[config.mk]
export PLATFORM = sky130hd
export DESIGN_NAME = id_branch_unit
export DESIGN_NICKNAME = d
export VERILOG_FILES = /design/src/rtl/id_branch_unit.sv
export SDC_FILE = /design/constraint.sdc
export NUM_CORES = 1
export LEC_CHECK = 0
export CAP_MARGIN = 30
export CORE_MARGIN = 3
export CORE_UTILIZATION = 37
export CTS_BUF_LIST = sky130_fd_sc_hd__clkbuf_2 sky130_fd_sc_hd__clkbuf_4 sky130_fd_sc_hd__clkbuf_8
export DETAILED_ROUTE_END_ITERATION = 7
export HOLD_SLACK_MARGIN = 0.05
export PLACE_DENSITY = 0.8
export SYNTH_ARGS = -nofsm -noshare
export SYNTH_HDL_FRONTEND = slang
export SYNTH_SLANG_ARGS = --single-unit
[constraint.sdc]
create_clock -name clk -period 3 [get_ports clk]
set_input_delay 0.6 -clock clk [delete_from_list [all_inputs] [get_ports clk]]
set_output_delay 0.6 -clock clk [all_outputs]
set_load 0.05 [all_outputs]
[src/rtl/id_branch_unit.sv]
// IF/ID pipeline register with BEQ/BNE resolution in decode, wrong-path squash
// and a saturating taken-branch counter.
module id_branch_unit #(
  parameter int WIDTH = 32,
  parameter int CNT_W = 16
) (
  input  logic             clk,
  input  logic             rst,
  input  logic [WIDTH-1:0] if_PC,
  input  logic [WIDTH-1:0] if_instruction,
  input  logic [WIDTH-1:0] rs_val,
  input  logic [WIDTH-1:0] rt_val,
  output logic [4:0]       rs_addr,
  output logic [4:0]       rt_addr,
  output logic [WIDTH-1:0] id_PC,
  output logic [WIDTH-1:0] id_instruction,
  output logic             id_valid,
  output logic             Br_taken,
  output logic [15:0]      Br_offset,
  output logic [CNT_W-1:0] taken_count
);

  localparam logic [5:0]       OP_BEQ  = 6'b000100;
  localparam logic [5:0]       OP_BNE  = 6'b000101;
  localparam logic [CNT_W-1:0] CNT_MAX = {CNT_W{1'b1}};
  localparam logic [CNT_W-1:0] CNT_ONE = {{(CNT_W-1){1'b0}}, 1'b1};

  typedef enum logic {
    ST_RUN    = 1'b0,
    ST_SQUASH = 1'b1
  } state_t;

  state_t           r_state;
  state_t           w_state_nxt;
  logic [WIDTH-1:0] r_pc;
  logic [WIDTH-1:0] r_instr;
  logic             r_valid;
  logic [CNT_W-1:0] r_cnt;
  logic [5:0]       w_op;
  logic             w_is_br;
  logic             w_cond;
  logic             w_taken;
  logic [15:0]      w_offset;

  // Branch decode and condition evaluation from the ID register
  always_comb begin
    w_op    = r_instr[31:26];
    w_is_br = 1'b0;
    w_cond  = 1'b0;
    case (w_op)
      OP_BEQ: begin
        w_is_br = 1'b1;
        w_cond  = (rs_val == rt_val);
      end
      OP_BNE: begin
        w_is_br = 1'b1;
        w_cond  = (rs_val != rt_val);
      end
      default: begin
        w_is_br = 1'b0;
        w_cond  = 1'b0;
      end
    endcase
    w_taken = r_valid & w_cond;
    if (w_is_br) begin
      w_offset = {r_instr[13:0], 2'b00};
    end else begin
      w_offset = 16'h0000;
    end
  end

  // Next-state logic: a taken branch sends the following slot into SQUASH
  always_comb begin
    w_state_nxt = r_state;
    case (r_state)
      ST_RUN: begin
        if (w_taken) begin
          w_state_nxt = ST_SQUASH;
        end else begin
          w_state_nxt = ST_RUN;
        end
      end
      ST_SQUASH: w_state_nxt = ST_RUN;
      default:   w_state_nxt = ST_RUN;
    endcase
  end

  // State register
  always_ff @(posedge clk or posedge rst) begin
    if (rst) begin
      r_state <= ST_RUN;
    end else begin
      r_state <= w_state_nxt;
    end
  end

  // IF/ID register; the slot entering SQUASH holds the wrong-path fetch, so it becomes a NOP
  always_ff @(posedge clk or posedge rst) begin
    if (rst) begin
      r_pc    <= {WIDTH{1'b0}};
      r_instr <= {WIDTH{1'b0}};
      r_valid <= 1'b0;
    end else begin
      r_pc <= if_PC;
      if (w_state_nxt == ST_SQUASH) begin
        r_instr <= {WIDTH{1'b0}};
        r_valid <= 1'b0;
      end else begin
        r_instr <= if_instruction;
        r_valid <= 1'b1;
      end
    end
  end

  // Saturating taken-branch counter
  always_ff @(posedge clk or posedge rst) begin
    if (rst) begin
      r_cnt <= {CNT_W{1'b0}};
    end else if (w_taken && (r_cnt != CNT_MAX)) begin
      r_cnt <= r_cnt + CNT_ONE;
    end else begin
      r_cnt <= r_cnt;
    end
  end

  assign id_PC          = r_pc;
  assign id_instruction = r_instr;
  assign id_valid       = r_valid;
  assign rs_addr        = r_instr[25:21];
  assign rt_addr        = r_instr[20:16];
  assign Br_taken       = w_taken;
  assign Br_offset      = w_offset;
  assign taken_count    = r_cnt;

endmodule

; Yosys cells after proc, flatten, opt, wreduce, memory -nomap -nowiden
; Cells that the tools add are included.
; W data, S select, Z words.
[op_classes]
n_addsub = 1
bitwise = 2
mux = 7
n_eq_ne = 5
n_reduce_logical = 2
[op_table]
columns = cell, count
row1 = $eq A32 B32 Y1, 1
row2 = $mux W32, 1
row3 = $ne A32 B32 Y1, 1
row4 = $add A16 B1 Y16 const B, 1
row5 = $mux W16, 1
row6 = $ne A16 B16 Y1 const B, 1
row7 = $eq A6 B3 Y1 const B, 2
row8 = $pmux W1 S2, 2
row9 = $mux W1, 3
row10 = $reduce_or A2 Y1, 1
row11 = $and A1 B1 Y1, 1
row12 = $logic_and A1 B1 Y1, 1
row13 = $not A1 Y1, 1
[totals]
inputBits = 130
reg_bits = 82
elab_cells = 22
output_inout_bits = 108

; Longest topological paths before layout
; Gate-level depths: netlist of run 1.
[depth]
word_depth = 6
ltp_mapped = 8

; Least setup slack after synthesis of run 1
; OpenSTA, ideal clock, no wires.
[synth_timing]
path_type = in2out
from = input rt_val[28]
to = output Br_taken
slack_ns = -0.121
t_arrival_ns = 2.521
required_time_ns = 2.400
path_stages = 8
path_buffers = 2
path_cell_list = xor2_1 nor4_1 and4_2 nand3_4 and2_1 buf_6 buf_6 nor2_1
[synth_between]
elab_chain_cells = 3
elab_cells_between_ends = 4
classes_between = eq/ne (2) / mux (1) / bitwise (1)
[synth_rtl]
columns = item, line_no
row1 = from (decl), 12  ; input logic [WIDTH-1:0] rt_val,
row2 = $ne A32 B32 Y1 / $eq A32 B32 Y1 (equally long branches), "57, 53"
row3 = $pmux W1 S2 *, 50  ; case (w_op)
row4 = $and A1 B1 Y1 *, 64  ; w_taken = r_valid & w_cond;
row5 = to (decl), 18  ; output logic Br_taken,
; Mark *: on every way between the ends. The rest lies on a longest branch, timed or not.

; Worst setup path in the final report of run 1
[layout_timing]
from = input rt_val[22]
to = output Br_taken
; Same word-level chain as after synthesis.

==> flow_summary.ini, run 1 <==
[synthesis]
synth_seq_cells = 82
synth_ff_type = dfrtp_1
async_reset_ff_share_pct = 100.0
netlist_instances = 274
synth-seq-area-share_pct = 58.07
avgSynthCellArea_um2 = 12.90
syn_area_um2 = 3533
ys_warn_count = 0
yosys.cell_types.count = 45
synth_edf_count = 0

[cts]
cts-htree-levels = 3
cts_max_path_buffers = 2
clk_latency_ps = 340
clk_pin_slew_ps = 90
cts_sinks = 82
clockRootBuffer = clkbuf_8
cts_tree = done
cts_buffers = 9

[route]
dr.first_iter.drc_count = 101
drt-pass1-iter-count = 4
drc = 0
wl_per_cell_um = 17.10
postRouteAntennaNets = 0
wl_mm = 11.07
viasPerCell = 4.886
routed-via-count = 3161

[critical_path]
worst_ep_arrival_time_ps = 2370
path_max_fanout = 3
max_stage_delay_ps = 420
criticalPathCategory = input pin to output port
required_ps = 2400
cp-start-kind = input pin
critical_path.cell_chain = clkdlybuf4s50_1 -> xor2_1 -> nor4_2 -> and4_4 -> nand3_4 -> and2_4 -> nor2_4 -> buf_8
critPathSlowestCell = clkdlybuf4s50_1
cp-end-kind = output port

[timing]
max_freq_mhz = 336.6
slew_headroom_pct = 52.83
hold_viol_final = 0
hold_slack_ps = 535.3
worst_pin_slew_ps = 706.8
fin_crit_ps = 2971
finalClockSkew_ps = 11.26
fin_crit_sh_pct = 99.04
finalMaxSlewViolations = 0
setup_viol = 0

[die]
io_pins = 238
dieArea_um2 = 10760
die_h_um = 103.7
die_w_um = 103.7
num_rows = 35
initial_core_util_pct = 38.24
core_um2 = 9240

[final_layout]
layout_common_cells = clkdlybuf4s50_1, dfrtp_1, xor2_1
synthToLayoutAreaGrowth_pct = 78.51
finalNonFillerCells = 647
final_common_cell = clkdlybuf4s50_1
final_nets = 644
drive_gt1_share_pct = 15.06
n_fill_cell = 702
antenna_cells = 0

[global_route]
track_usage_pct = 20.61
antenna_found_initial = 0
grt_max_degree = 43
grt-ovfl-total = 0
grt_pass1_wl_mm = 17.64
grt_pass1_vias = 3463

[power]
leakagePower_nw = 2.739
swShare_pct = 31.97
comb_power_share_pct = 26.7
power.density_nw_per_um2 = 421.3
intPower_mw = 1.808
p_switching_mw = 0.8495
seqPwrFrac_pct = 45.3
peakVddDrop_mv = 0.2909
clock_power_share_pct = 28.0

[job]
maxCapViolCount = 0

[place]
io_buffers = 235
place_hpwl_mm = 8.605
placed_cells = 627
gp_congestion = 0.7813

[hold_path]
hold_class = flip-flop to flip-flop

[outcome]
status = completed
worst max-delay path: cells and delay by family:
kind                   cells  cell delay (ps)
AND/OR/NAND/NOR            5             1000
XOR/XNOR                   1              180
buffers and inverters      2              580
routing by layer:
layer,up-vias,GRT usage [%],share of wire (%)
met4,0,7.502,2.1
met2,146,37.10,54
li1,1438,-,-
met3,20,6.729,7.9
met1,1557,22.70,36
met5,-,0,0
cells by family (layout without fill, tap and decap cells):
| logic type | Yosys count | after routing | synth area share [%] |
|---|---|---|---|
| other cells | 1 | 2 | 0.1061 |
| flops | 82 | 82 | 58.07 |
| xor+xnor | 45 | 45 | 11.15 |
| fa+ha+maj | 1 | 1 | 0.3541 |
| mux | 3 | 3 | 0.9560 |
| simple gates | 63 | 63 | 11.72 |
| buf+inv | 30 | 273 | 5.559 |
| compound gates | 49 | 49 | 12.07 |
power groups by stage:
stage	Combinational (mW)	Sequential [mW]	Clock, mW
2_1_floorplan	0.161	1.43	0
3_5_place_dp	0.703	1.23	0
4_1_cts	0.714	1.20	0.767
6_report	0.709	1.20	0.745
5_1_grt	0.744	1.21	0.823
3_3_place_gp	0.691	1.22	0
state kept, by name, summed over array words and instances (netlist names):
signal and count:
id_PC 32, id_instruction 32, id_valid 1, r_state 1
taken_count 16
Yosys cell counts (2+ instances only):
library cell	number	area [um2]
a21o_1	3	22.52
nor4_1	7	43.79
nor3_1	3	15.01
buf_4	12	90.09
o31a_1	32	280.3
inv_1	3	11.26
xor2_1	36	315.3
nand4_1	4	25.02
buf_6	4	45.04
dfrtp_1	82	2052
xnor2_1	9	78.83
nand2_1	6	22.52
clkbuf_1	8	30.03
a21oi_1	3	15.01
or3_1	2	12.51
mux2_2	2	22.52
and3_1	17	106.4
nand3_1	8	40.04
o211ai_1	2	15.01
and4_2	3	30.03
nor2_1	4	15.01
timing repair:
action,in CTS,in global routing
hold buffers,0,0
setup endpoints to repair,1,1
pin swaps,8,19
setup buffers,0,4
resized for setup,16,18
layout make-up:
| cell class | count | area [um2] | area share (%) |
|---|---|---|---|
| Timing Repair Buffer | 254 | 2530 | 40.11 |
| Sequential cell | 82 | 2052 | 32.53 |
| Multi-Input combinational cell | 163 | 1365 | 21.64 |
| Tap cell | 129 | 161.4 | 2.559 |
| Clock buffer | 10 | 137.6 | 2.182 |
| Clock inverter | 6 | 48.80 | 0.7737 |
| Inverter | 3 | 12.51 | 0.1984 |
worst paths after layout:
check / from / end / slack, ps / cells past startpoint
min reg2reg: taken_count[15] / taken_count[15] / 540 / 1
max: rt_val[22] / Br_taken / 30 / 8
max in group asynchronous: rst / taken_count[9] / 1680 / 3
min: taken_count[15] / taken_count[15] / 540 / 1
min in group asynchronous: rst / id_PC[1] / 660 / 2
max reg2reg: taken_count[0] / taken_count[11] / 610 / 6
stage by stage:
step / utilization, % / power (mW) / worst slack [ps] / area [um2] / setup TNS, ps
after floorplan: - / 1.587 / 113.8 / 3540 / 0
after global routing: 68.26 / 2.780 / -62.29 / 6307 / -62.29
after detailed placement: 64.74 / 1.929 / -161.9 / 5982 / -172.2
after global placement: 64.44 / 1.914 / -127.2 / 5954 / -127.2
final: 68.26 / 2.657 / 28.83 / 6307 / 0
after CTS: 67.35 / 2.685 / 6.480 / 6223 / 0
Power figures use the tool's default switching activity.
==> inputs of run 2 (changes only) <==
SLEW_MARGIN = 20   (was not set)
==> flow_summary.ini, run 2 (synthesis gave the netlist of run 1 again) <==
[power]
swShare_pct = 32.42
leakagePower_nw = 2.903
power.density_nw_per_um2 = 419.8
intPower_mw = 1.808
comb_power_share_pct = 26.6
p_switching_mw = 0.8670
clock_power_share_pct = 28.5
seqPwrFrac_pct = 45.0
peakVddDrop_mv = 0.3314

[global_route]
grt_max_degree = 43
grt-ovfl-total = 0
antenna_found_initial = 0
grt_pass1_wl_mm = 17.84
track_usage_pct = 20.83
grt_pass1_vias = 3474

[route]
dr_wl_met2_mm = 6.234
drc = 0
wl_mm = 11.34
wl_per_cell_um = 17.47
dr.first_iter.drc_count = 131
wl_met1_mm = 4.057
top_layer = met4
drt-pass1-iter-count = 4
viasPerCell = 4.894
wl_met3_um = 875
routed-via-count = 3176
postRouteAntennaNets = 0

[final_layout]
layout_common_cells = clkdlybuf4s50_1, dfrtp_1, xor2_1
n_fill_cell = 665
final_nets = 646
synthToLayoutAreaGrowth_pct = 80.31
drive_gt1_share_pct = 15.58
antenna_cells = 0
multi_input_area_um2 = 1381
regArea_um2 = 2052
finalNonFillerCells = 649
final_common_cell = clkdlybuf4s50_1

[critical_path]
cp-end-kind = output port
cp-start-kind = input pin
critical_path.cell_chain = clkdlybuf4s50_1 -> xor2_1 -> nor4_2 -> buf_4 -> nand4_1 -> o21ai_2 -> and2_4 -> nor2_4 -> buf_8
required_ps = 2400
critPathSlowestCell = clkdlybuf4s50_1
worst_ep_arrival_time_ps = 2370
max_stage_delay_ps = 420
criticalPathCategory = input pin to output port
regToRegSetupSlack_ps = 630
path_max_fanout = 2

[timing]
finalMaxSlewViolations = 0
max_freq_mhz = 337.2
hold_viol_final = 0
slew_headroom_pct = 52.15
fin_crit_sh_pct = 98.86
worst_pin_slew_ps = 717.8
fin_crit_ps = 2966
finalClockSkew_ps = 11.82
hold_slack_ps = 537.3
setup_viol = 0

[die]
die_w_um = 103.7
io_pins = 238
initial_core_util_pct = 38.24
dieArea_um2 = 10760
num_rows = 35
die_h_um = 103.7
core_um2 = 9240

[outcome]
status = completed

[place]
place_hpwl_mm = 8.644
placed_cells = 627
io_buffers = 235
gp_congestion = 0.7813

[hold_path]
hold_class = flip-flop to flip-flop

[cts]
clk_latency_ps = 340
cts_sinks = 82
clockRootBuffer = clkbuf_8
cts_max_path_buffers = 2
clk_pin_slew_ps = 90
cts_buffers = 9
cts_tree = done
cts-htree-levels = 3
ctsHoldBuffers = 0

[job]
maxCapViolCount = 0
-- run 2: repair_timing --
| action | in CTS | in global routing |
|---|---|---|
| hold endpoints to repair | 0 | 0 |
| setup buffers | 4 | 2 |
| resized for setup | 17 | 40 |
| pin swaps | 10 | 27 |
| setup endpoints to repair | 1 | 3 |
-- run 2: worst paths after layout --
kind                                     from         endpoint  depth (start not counted)
setup reg to reg           id_instruction[30]   taken_count[1]                          6
hold / removal                taken_count[11]  taken_count[11]                          1
setup / recovery                    rt_val[8]         Br_taken                          9
hold reg to reg               taken_count[11]  taken_count[11]                          1
max in group asynchronous                 rst   taken_count[3]                          3
min in group asynchronous                 rst        id_PC[19]                          2
-- run 2: power by group through the flow --
stage          sequential [mW]  clock, mW  combinational, mW
6_report                  1.20      0.762              0.711
5_1_grt                   1.21      0.830              0.748
3_3_place_gp              1.22          0              0.691
2_1_floorplan             1.43          0              0.161
4_1_cts                   1.20      0.782              0.713
3_5_place_dp              1.23          0              0.703
-- run 2: cell type report --
cell class / instances / area share, %
Inverter: 3 / 0.1964
Clock buffer: 10 / 2.160
Clock inverter: 6 / 0.7659
Multi-Input combinational cell: 163 / 21.68
Timing Repair Buffer: 256 / 40.46
Sequential cell: 82 / 32.21
Tap cell: 129 / 2.533
-- run 2: routing by layer --
layer / GRT usage, % / vias up
met3: 6.729 / 15
met4: 6.458 / 0
met1: 22.65 / 1576
li1: - / 1442
met5: 0 / -
met2: 38.41 / 143
-- run 2: critical path: cells and delay by family --
family                 cells  cell delay (ps)
buffers and inverters      3              750
AND/OR/NAND/NOR            4              610
AO/OA/AOI/OAI              1              230
XOR/XNOR                   1              160
-- run 2: metrics by stage --
| stage | total power [mW] | instance area [um2] | TNS, ps | setup slack [ps] | util [%] |
|---|---|---|---|---|---|
| after floorplan | 1.587 | 3540 | 0 | 113.8 | - |
| after global placement | 1.914 | 5954 | -127.2 | -127.2 | 64.44 |
| after detailed placement | 1.928 | 5969 | -242.8 | -197.9 | 64.60 |
| after CTS | 2.698 | 6232 | 0 | 7.740 | 67.45 |
| after global routing | 2.791 | 6371 | -69.59 | -69.59 | 68.95 |
| final | 2.675 | 6371 | 0 | 34.32 | 68.95 |
